`src/rtl/bb_slave_port.sv`:
```
// bb_slave_port: responder end of the serial bit bus.
// Receives a 16-bit address MSB-first, claims it when the upper nibble
// matches SLAVE_ID, then either writes one byte to the local memory or
// fetches one byte and returns it MSB-first, holding the master with
// split while the memory is busy.
module bb_slave_port #(
    parameter logic [3:0] SLAVE_ID   = 4'h1,
    parameter int         ADDR_WIDTH = 12
) (
    input  logic                  clk,
    input  logic                  rstn,
    input  logic                  mode,
    input  logic                  wr_bus,
    input  logic                  master_valid,
    output logic                  slave_ready,
    output logic                  ack,
    input  logic                  master_ready,
    output logic                  slave_valid,
    output logic                  rd_bus,
    output logic                  split,
    output logic [ADDR_WIDTH-1:0] mem_addr,
    output logic [7:0]            mem_wdata,
    output logic                  mem_we,
    output logic                  mem_re,
    input  logic [7:0]            mem_rdata,
    input  logic                  mem_rvalid
);

    typedef enum logic [2:0] {
        IDLE, ADDR, IGNORE, WDATA, WRITE, RD_REQ, RD_WAIT, RDATA
    } state_t;

    // The address window only needs to hold the ID nibble early on and the
    // low ADDR_WIDTH bits at the end; older bits simply shift out the top.
    localparam int SR_W = (ADDR_WIDTH > 4) ? ADDR_WIDTH : 4;

    state_t          state, state_nx;
    logic [SR_W-2:0] addr_sr;
    logic [SR_W-1:0] addr_nx;
    logic [3:0]      bit_cnt;
    logic            sel;
    logic [7:0]      wdata_sr;
    logic [7:0]      rdata_sr;

    assign addr_nx = {addr_sr, wr_bus};

    // State register; reset forces IDLE so every decoded output drops at once.
    always_ff @(posedge clk or negedge rstn) begin
        if (!rstn) state <= IDLE;
        else       state <= state_nx;
    end

    // Next-state and output decode.
    // NOTE: every output gets a default first so no path through the case leaves a latch.
    always_comb begin
        state_nx    = state;
        slave_ready = 1'b0;
        ack         = 1'b0;
        slave_valid = 1'b0;
        rd_bus      = 1'b0;
        split       = 1'b0;
        mem_we      = 1'b0;
        mem_re      = 1'b0;
        mem_wdata   = 8'h00;
        case (state)
            IDLE: begin
                slave_ready = master_valid;
                if (master_valid) state_nx = ADDR;
            end
            ADDR: begin
                slave_ready = master_valid;
                ack         = master_valid && sel && (bit_cnt == 4'd4 || bit_cnt == 4'd5);
                if (!master_valid)                  state_nx = IDLE;
                else if (bit_cnt == 4'd5 && !sel)   state_nx = IGNORE;
                else if (bit_cnt == 4'd15)          state_nx = mode ? WDATA : RD_REQ;
            end
            IGNORE: begin
                if (!master_valid && !master_ready) state_nx = IDLE;
            end
            WDATA: begin
                slave_ready = master_valid;
                if (!master_valid)          state_nx = IDLE;
                else if (bit_cnt == 4'd7)   state_nx = WRITE;
            end
            WRITE: begin
                mem_we    = 1'b1;
                mem_wdata = wdata_sr;
                state_nx  = IDLE;
            end
            RD_REQ: begin
                mem_re   = 1'b1;
                split    = 1'b1;
                state_nx = RD_WAIT;
            end
            RD_WAIT: begin
                split = 1'b1;
                if (mem_rvalid) state_nx = RDATA;
            end
            RDATA: begin
                slave_valid = master_ready;
                rd_bus      = rdata_sr[7];
                if (master_ready && bit_cnt == 4'd7) state_nx = IDLE;
            end
            default: state_nx = IDLE;
        endcase
        // The state is already IDLE during reset, but IDLE readiness follows
        // master_valid combinationally, so hold it low explicitly.
        if (!rstn) slave_ready = 1'b0;
    end

    // Capture datapath: address/data shifting, ID match, read byte shift-out.
    // NOTE: sequential state uses non-blocking assignments so all registers update together.
    always_ff @(posedge clk or negedge rstn) begin
        if (!rstn) begin
            addr_sr  <= '0;
            bit_cnt  <= 4'd0;
            sel      <= 1'b0;
            wdata_sr <= 8'h00;
            rdata_sr <= 8'h00;
            mem_addr <= '0;
        end else begin
            case (state)
                IDLE: if (master_valid) begin
                    addr_sr <= addr_nx[SR_W-2:0];
                    bit_cnt <= 4'd1;
                    sel     <= 1'b0;
                end
                ADDR: if (master_valid) begin
                    addr_sr <= addr_nx[SR_W-2:0];
                    bit_cnt <= bit_cnt + 4'd1;
                    if (bit_cnt == 4'd3) sel <= (addr_nx[3:0] == SLAVE_ID);
                    if (bit_cnt == 4'd15) begin
                        mem_addr <= addr_nx[ADDR_WIDTH-1:0];
                        bit_cnt  <= 4'd0;
                    end
                end
                WDATA: if (master_valid) begin
                    wdata_sr <= {wdata_sr[6:0], wr_bus};
                    bit_cnt  <= bit_cnt + 4'd1;
                end
                RD_WAIT: if (mem_rvalid) begin
                    rdata_sr <= mem_rdata;
                    bit_cnt  <= 4'd0;
                end
                RDATA: if (master_ready) begin
                    rdata_sr <= {rdata_sr[6:0], 1'b0};
                    bit_cnt  <= bit_cnt + 4'd1;
                end
                default: ;
            endcase
        end
    end

endmodule
```
`config.mk`:
```
export PLATFORM = sky130hd
export DESIGN_NAME = bb_slave_port
export DESIGN_NICKNAME = d
export VERILOG_FILES = /design/src/rtl/bb_slave_port.sv
export SDC_FILE = /design/constraint.sdc
export NUM_CORES = 1
export LEC_CHECK = 0
export CORE_UTILIZATION = 35
export DETAILED_ROUTE_END_ITERATION = 12
export PLACE_DENSITY = 0.61
export SLEW_MARGIN = 40
export SYNTH_ARGS = -nofsm -noshare
export SYNTH_HDL_FRONTEND = slang
export SYNTH_SLANG_ARGS = --single-unit
```
`constraint.sdc`:
```
create_clock -name clk -period 5.1 [get_ports clk]
set_clock_uncertainty 0.15 [all_clocks]
set_input_delay 0.51 -clock clk [delete_from_list [all_inputs] [get_ports clk]]
set_output_delay 0.51 -clock clk [all_outputs]
set_load 0.1 [all_outputs]
```
==> metrics.md <==
| Metric | Value |
|---|---|
| Outcome | finished clean |
| Number of clock sinks | 47 |
| Number of diodes | 0 |
| Most frequent cells in the layout | sky130_fd_sc_hd__dfrtp_1 (47), sky130_fd_sc_hd__buf_2 (28), sky130_fd_sc_hd__mux2_2 (22), sky130_fd_sc_hd__nand2_1 (16) |
| Worst setup SP type | flip-flop |
| Root buffer selected by CTS | sky130_fd_sc_hd__clkbuf_8 |
| Area of the core region | around 6500 um^2 |
| Crit path DAT | between 2 and 2.5 ns |
| GRT Total Usage | 13.3% |
| Final period utilization | roughly 56% |
| Fraction of registers with async set/reset | 100% |
| Transition time at the pin with the least slew margin | 0.708 ns |
| Maximum vdd drop | around 0.00017 V |
| Clock edge transition at the registers on the reported setup and hold paths | ~0.09 ns |
| Timing-limited maximum frequency | 349 MHz |
| Remaining global-route overflow | 0 |
| Final-layout setup total negative slack | 0 ns |
| Detailed router's first-iteration violation count | approximately 100 |
| R2R setup slack | 2.91 ns |
| Layout overhead on the synthesized area | 16.4% |
| Total CTS buffers | 5 |
| Syn_nets | 220 |
| Setup-failing EPs final | 0 |
| Height of the die | about 85 um |
| Number of nets in the layout | between 200 and 300 |
| Rel. slew slack | ~53% |
| CTS tree | yes |
| Via/cell ratio | 5.13 |
| Hold Buf Count CTS | 0 |
| Maximum number of pins on one net before global-route repair | ~50 |
| Count of flip-flops with a built-in enable after synthesis | 0 |
| Post-CTS sizing | 0 |
| Final Max Slew Viols | 0 |
| Top-Level Pins | 42 |
| Setup bufs post-CTS | 0 |
| Share of final-layout standard cells stronger than drive strength 1 | between 30 and 40% |
| Critical path start-end classification | flip-flop to primary output |
| Latest clock arrival within the worst-skew pair | a little under 0.3 ns |
| DRC Markers | 0 |
| Row cnt | 29 |
| Top cells by area in the synthesized netlist | sky130_fd_sc_hd__dfrtp_1 (49%), sky130_fd_sc_hd__mux2_2 (10%), sky130_fd_sc_hd__mux2_4 (6.2%) |
| Number of H-tree branching levels | 2 |
| Final estimated routing congestion in global placement | ~0.82 |
| Maxcap violations | 0 |
| Via total after detailed routing | roughly 1.6k |
| Pleak | 1.41 nW |
| Chip width | between 80 and 90 um |
| Fin crit period | 2.86 ns |
| Vias in the first global route | roughly 1.6k |
| Cell area reported after detailed placement | roughly 2700 um^2 |
| Endpoint class of the critical path | primary output |
| RSZ-0062 raised after global routing | no |
| Number of endpoints with negative hold slack in the final report | 0 |
| Fraction of the yosys area taken by sequential cells | 48.6% |
| Total wire length | about 4500 um |
| Required time at the worst-slack endpoint | ~4.4 ns |
| Number of I/O port buffers | approximately 40 |
| Pwr per Cell Area | 473 nW/um^2 |
| Post-synthesis area per instance | about 12 um^2 |
| Dominant synthesized flop cell | sky130_fd_sc_hd__dfrtp_1 |
| Crit Path Max Fanout | 12 |
| Post-DRT Antenna Nets | 0 |
| Average wire per standard cell | between 10 and 15 um |
| Number of antenna violations at the first check in global routing | 0 |
| Total of warnings raised by yosys | 0 |
| Die outline area | a little over 7000 um^2 |
| Library cells used by synthesis | 46 |
| Clk buf depth | 2 |
| Commonest non-fill, non-tap cell in the layout | sky130_fd_sc_hd__dfrtp_1 |
| Post-synth top area share | approximately half |
| Starting density of the core | roughly 37% |
| Mapped Area | between 2000 and 2500 um^2 |
| Cell type with the highest aggregate area in the netlist | sky130_fd_sc_hd__dfrtp_1 |
| Hpwl dp | between 3000 and 4000 um |
| Number of search-and-repair iterations in the first detailed-routing pass | 4 |
| Wire length of the first global-routing pass | between 7000 and 8000 um |
| Instance count of the mapped netlist | around 200 |
| Post-route standard cell area excluding fillers | around 2800 um^2 |
| Number of storage elements in the synthesis netlist | 47 |
| Classification of the worst-slack hold path | primary input to asynchronous set/reset pin |
layout make-up:
type                            count  area [um^2]
Fill cell                         621         3680
Sequential cell                    47         1180
Multi-Input combinational cell    138         1150
Timing Repair Buffer               42          278
Tap cell                           77         96.3
Clock buffer                        6         72.6
Inverter                            7         26.3
Clock inverter                      2         16.3
registers in the layout, indices dropped and copies added (netlist names):
signal and flops:
mem_addr 12, rdata_sr 8, bit_cnt 4, wdata_sr 8, sel 1, state 3, addr_sr 11
path summary, 6_finish.rpt:
kind	startpoint	end	cells past startpoint
setup reg to reg	state[0]$_DFFE_PN0P_	mem_addr[11]$_DFFE_PN0P_	3
min in group clk	rdata_sr[7]$_DFFE_PN0P_	rdata_sr[7]$_DFFE_PN0P_	2
hold reg to reg	rdata_sr[7]$_DFFE_PN0P_	rdata_sr[7]$_DFFE_PN0P_	2
max in group asynchronous	rstn	mem_addr[6]$_DFFE_PN0P_	2
setup / recovery	state[1]$_DFFE_PN0P_	mem_wdata[0]	5
hold / removal	rstn	state[1]$_DFFE_PN0P_	2
cell usage after synthesis, types with 2 or more instances:
| cell type | n |
|---|---|
| sky130_fd_sc_hd__mux2_4 | 10 |
| sky130_fd_sc_hd__ha_1 | 3 |
| sky130_fd_sc_hd__buf_2 | 5 |
| sky130_fd_sc_hd__a211o_1 | 2 |
| sky130_fd_sc_hd__nor2_1 | 5 |
| sky130_fd_sc_hd__dfrtp_1 | 47 |
| sky130_fd_sc_hd__and2_1 | 9 |
| sky130_fd_sc_hd__nand2b_1 | 5 |
| sky130_fd_sc_hd__o21ai_1 | 2 |
| sky130_fd_sc_hd__inv_1 | 6 |
| sky130_fd_sc_hd__a21oi_1 | 4 |
| sky130_fd_sc_hd__buf_4 | 3 |
| sky130_fd_sc_hd__nor2b_1 | 3 |
| sky130_fd_sc_hd__nor4_1 | 2 |
| sky130_fd_sc_hd__and3_1 | 4 |
| sky130_fd_sc_hd__o21ai_0 | 13 |
| sky130_fd_sc_hd__a31oi_1 | 3 |
| sky130_fd_sc_hd__nand2_1 | 16 |
| sky130_fd_sc_hd__nand3_1 | 4 |
| sky130_fd_sc_hd__mux2_2 | 22 |
| sky130_fd_sc_hd__mux2i_1 | 9 |
power breakdown:
part	switching [mW]	leakage, nW	internal (mW)	total [mW]
Sequential	0.130	0.608	0.488	0.618
Clock	0.126	0.0418	0.0986	0.224
Combinational	0.280	0.758	0.210	0.490
Total	0.535	1.41	0.797	1.33
worst max-delay path, cell delays in order, from the launching register on:
cell,delay (ns)
sky130_fd_sc_hd__dfrtp_1,0.55
sky130_fd_sc_hd__inv_1,0.22
sky130_fd_sc_hd__nand2_1,0.15
sky130_fd_sc_hd__nor2_1,0.39
sky130_fd_sc_hd__and2_1,0.19
sky130_fd_sc_hd__buf_2,0.42
through the flow:
| stage | total power, mW | hold WS, ns | setup slack [ns] | std cells | utilization (%) |
|---|---|---|---|---|---|
| final | 1.33 | 0.149 | 2.24 | 319 | 43.4 |
| after global routing | 1.43 | 0.200 | 2.01 | 319 | 43.4 |
| after CTS | 1.35 | 0.175 | 2.18 | 319 | 43.4 |
| after detailed placement | 1.12 | 0.320 | 2.32 | 311 | 42.0 |
| after global placement | 1.12 | 0.312 | 1.65 | 311 | 44.0 |
| after floorplan | 1.01 | 0.0644 | 1.35 | 202 | - |
logic make-up (layout without fill, tap and decap cells):
logic type / count (synthesis) / in the layout / synth area share [%]
AO/OA/AOI/OAI: 37 / 37 / 11.4
adder cells (fa/ha/maj): 3 / 3 / 1.55
buffers and inverters: 17 / 57 / 4.03
flip-flops: 47 / 47 / 48.6
multiplexers: 41 / 41 / 20.2
AND/OR/NAND/NOR: 57 / 57 / 14.3
metal layers:
metal | global-route usage, % | wire length [um] | vias up | share of wire, %
met2 | 20.6 | 2050 | 35 | 45
met4 | 4.62 | 49 | 0 | 1.1
li1 | - | - | 809 | -
met5 | 0 | 0 | - | 0
met3 | 2.92 | 214 | 4 | 4.7
met1 | 18.5 | 2230 | 790 | 49
Power figures use the tool's default switching activity.
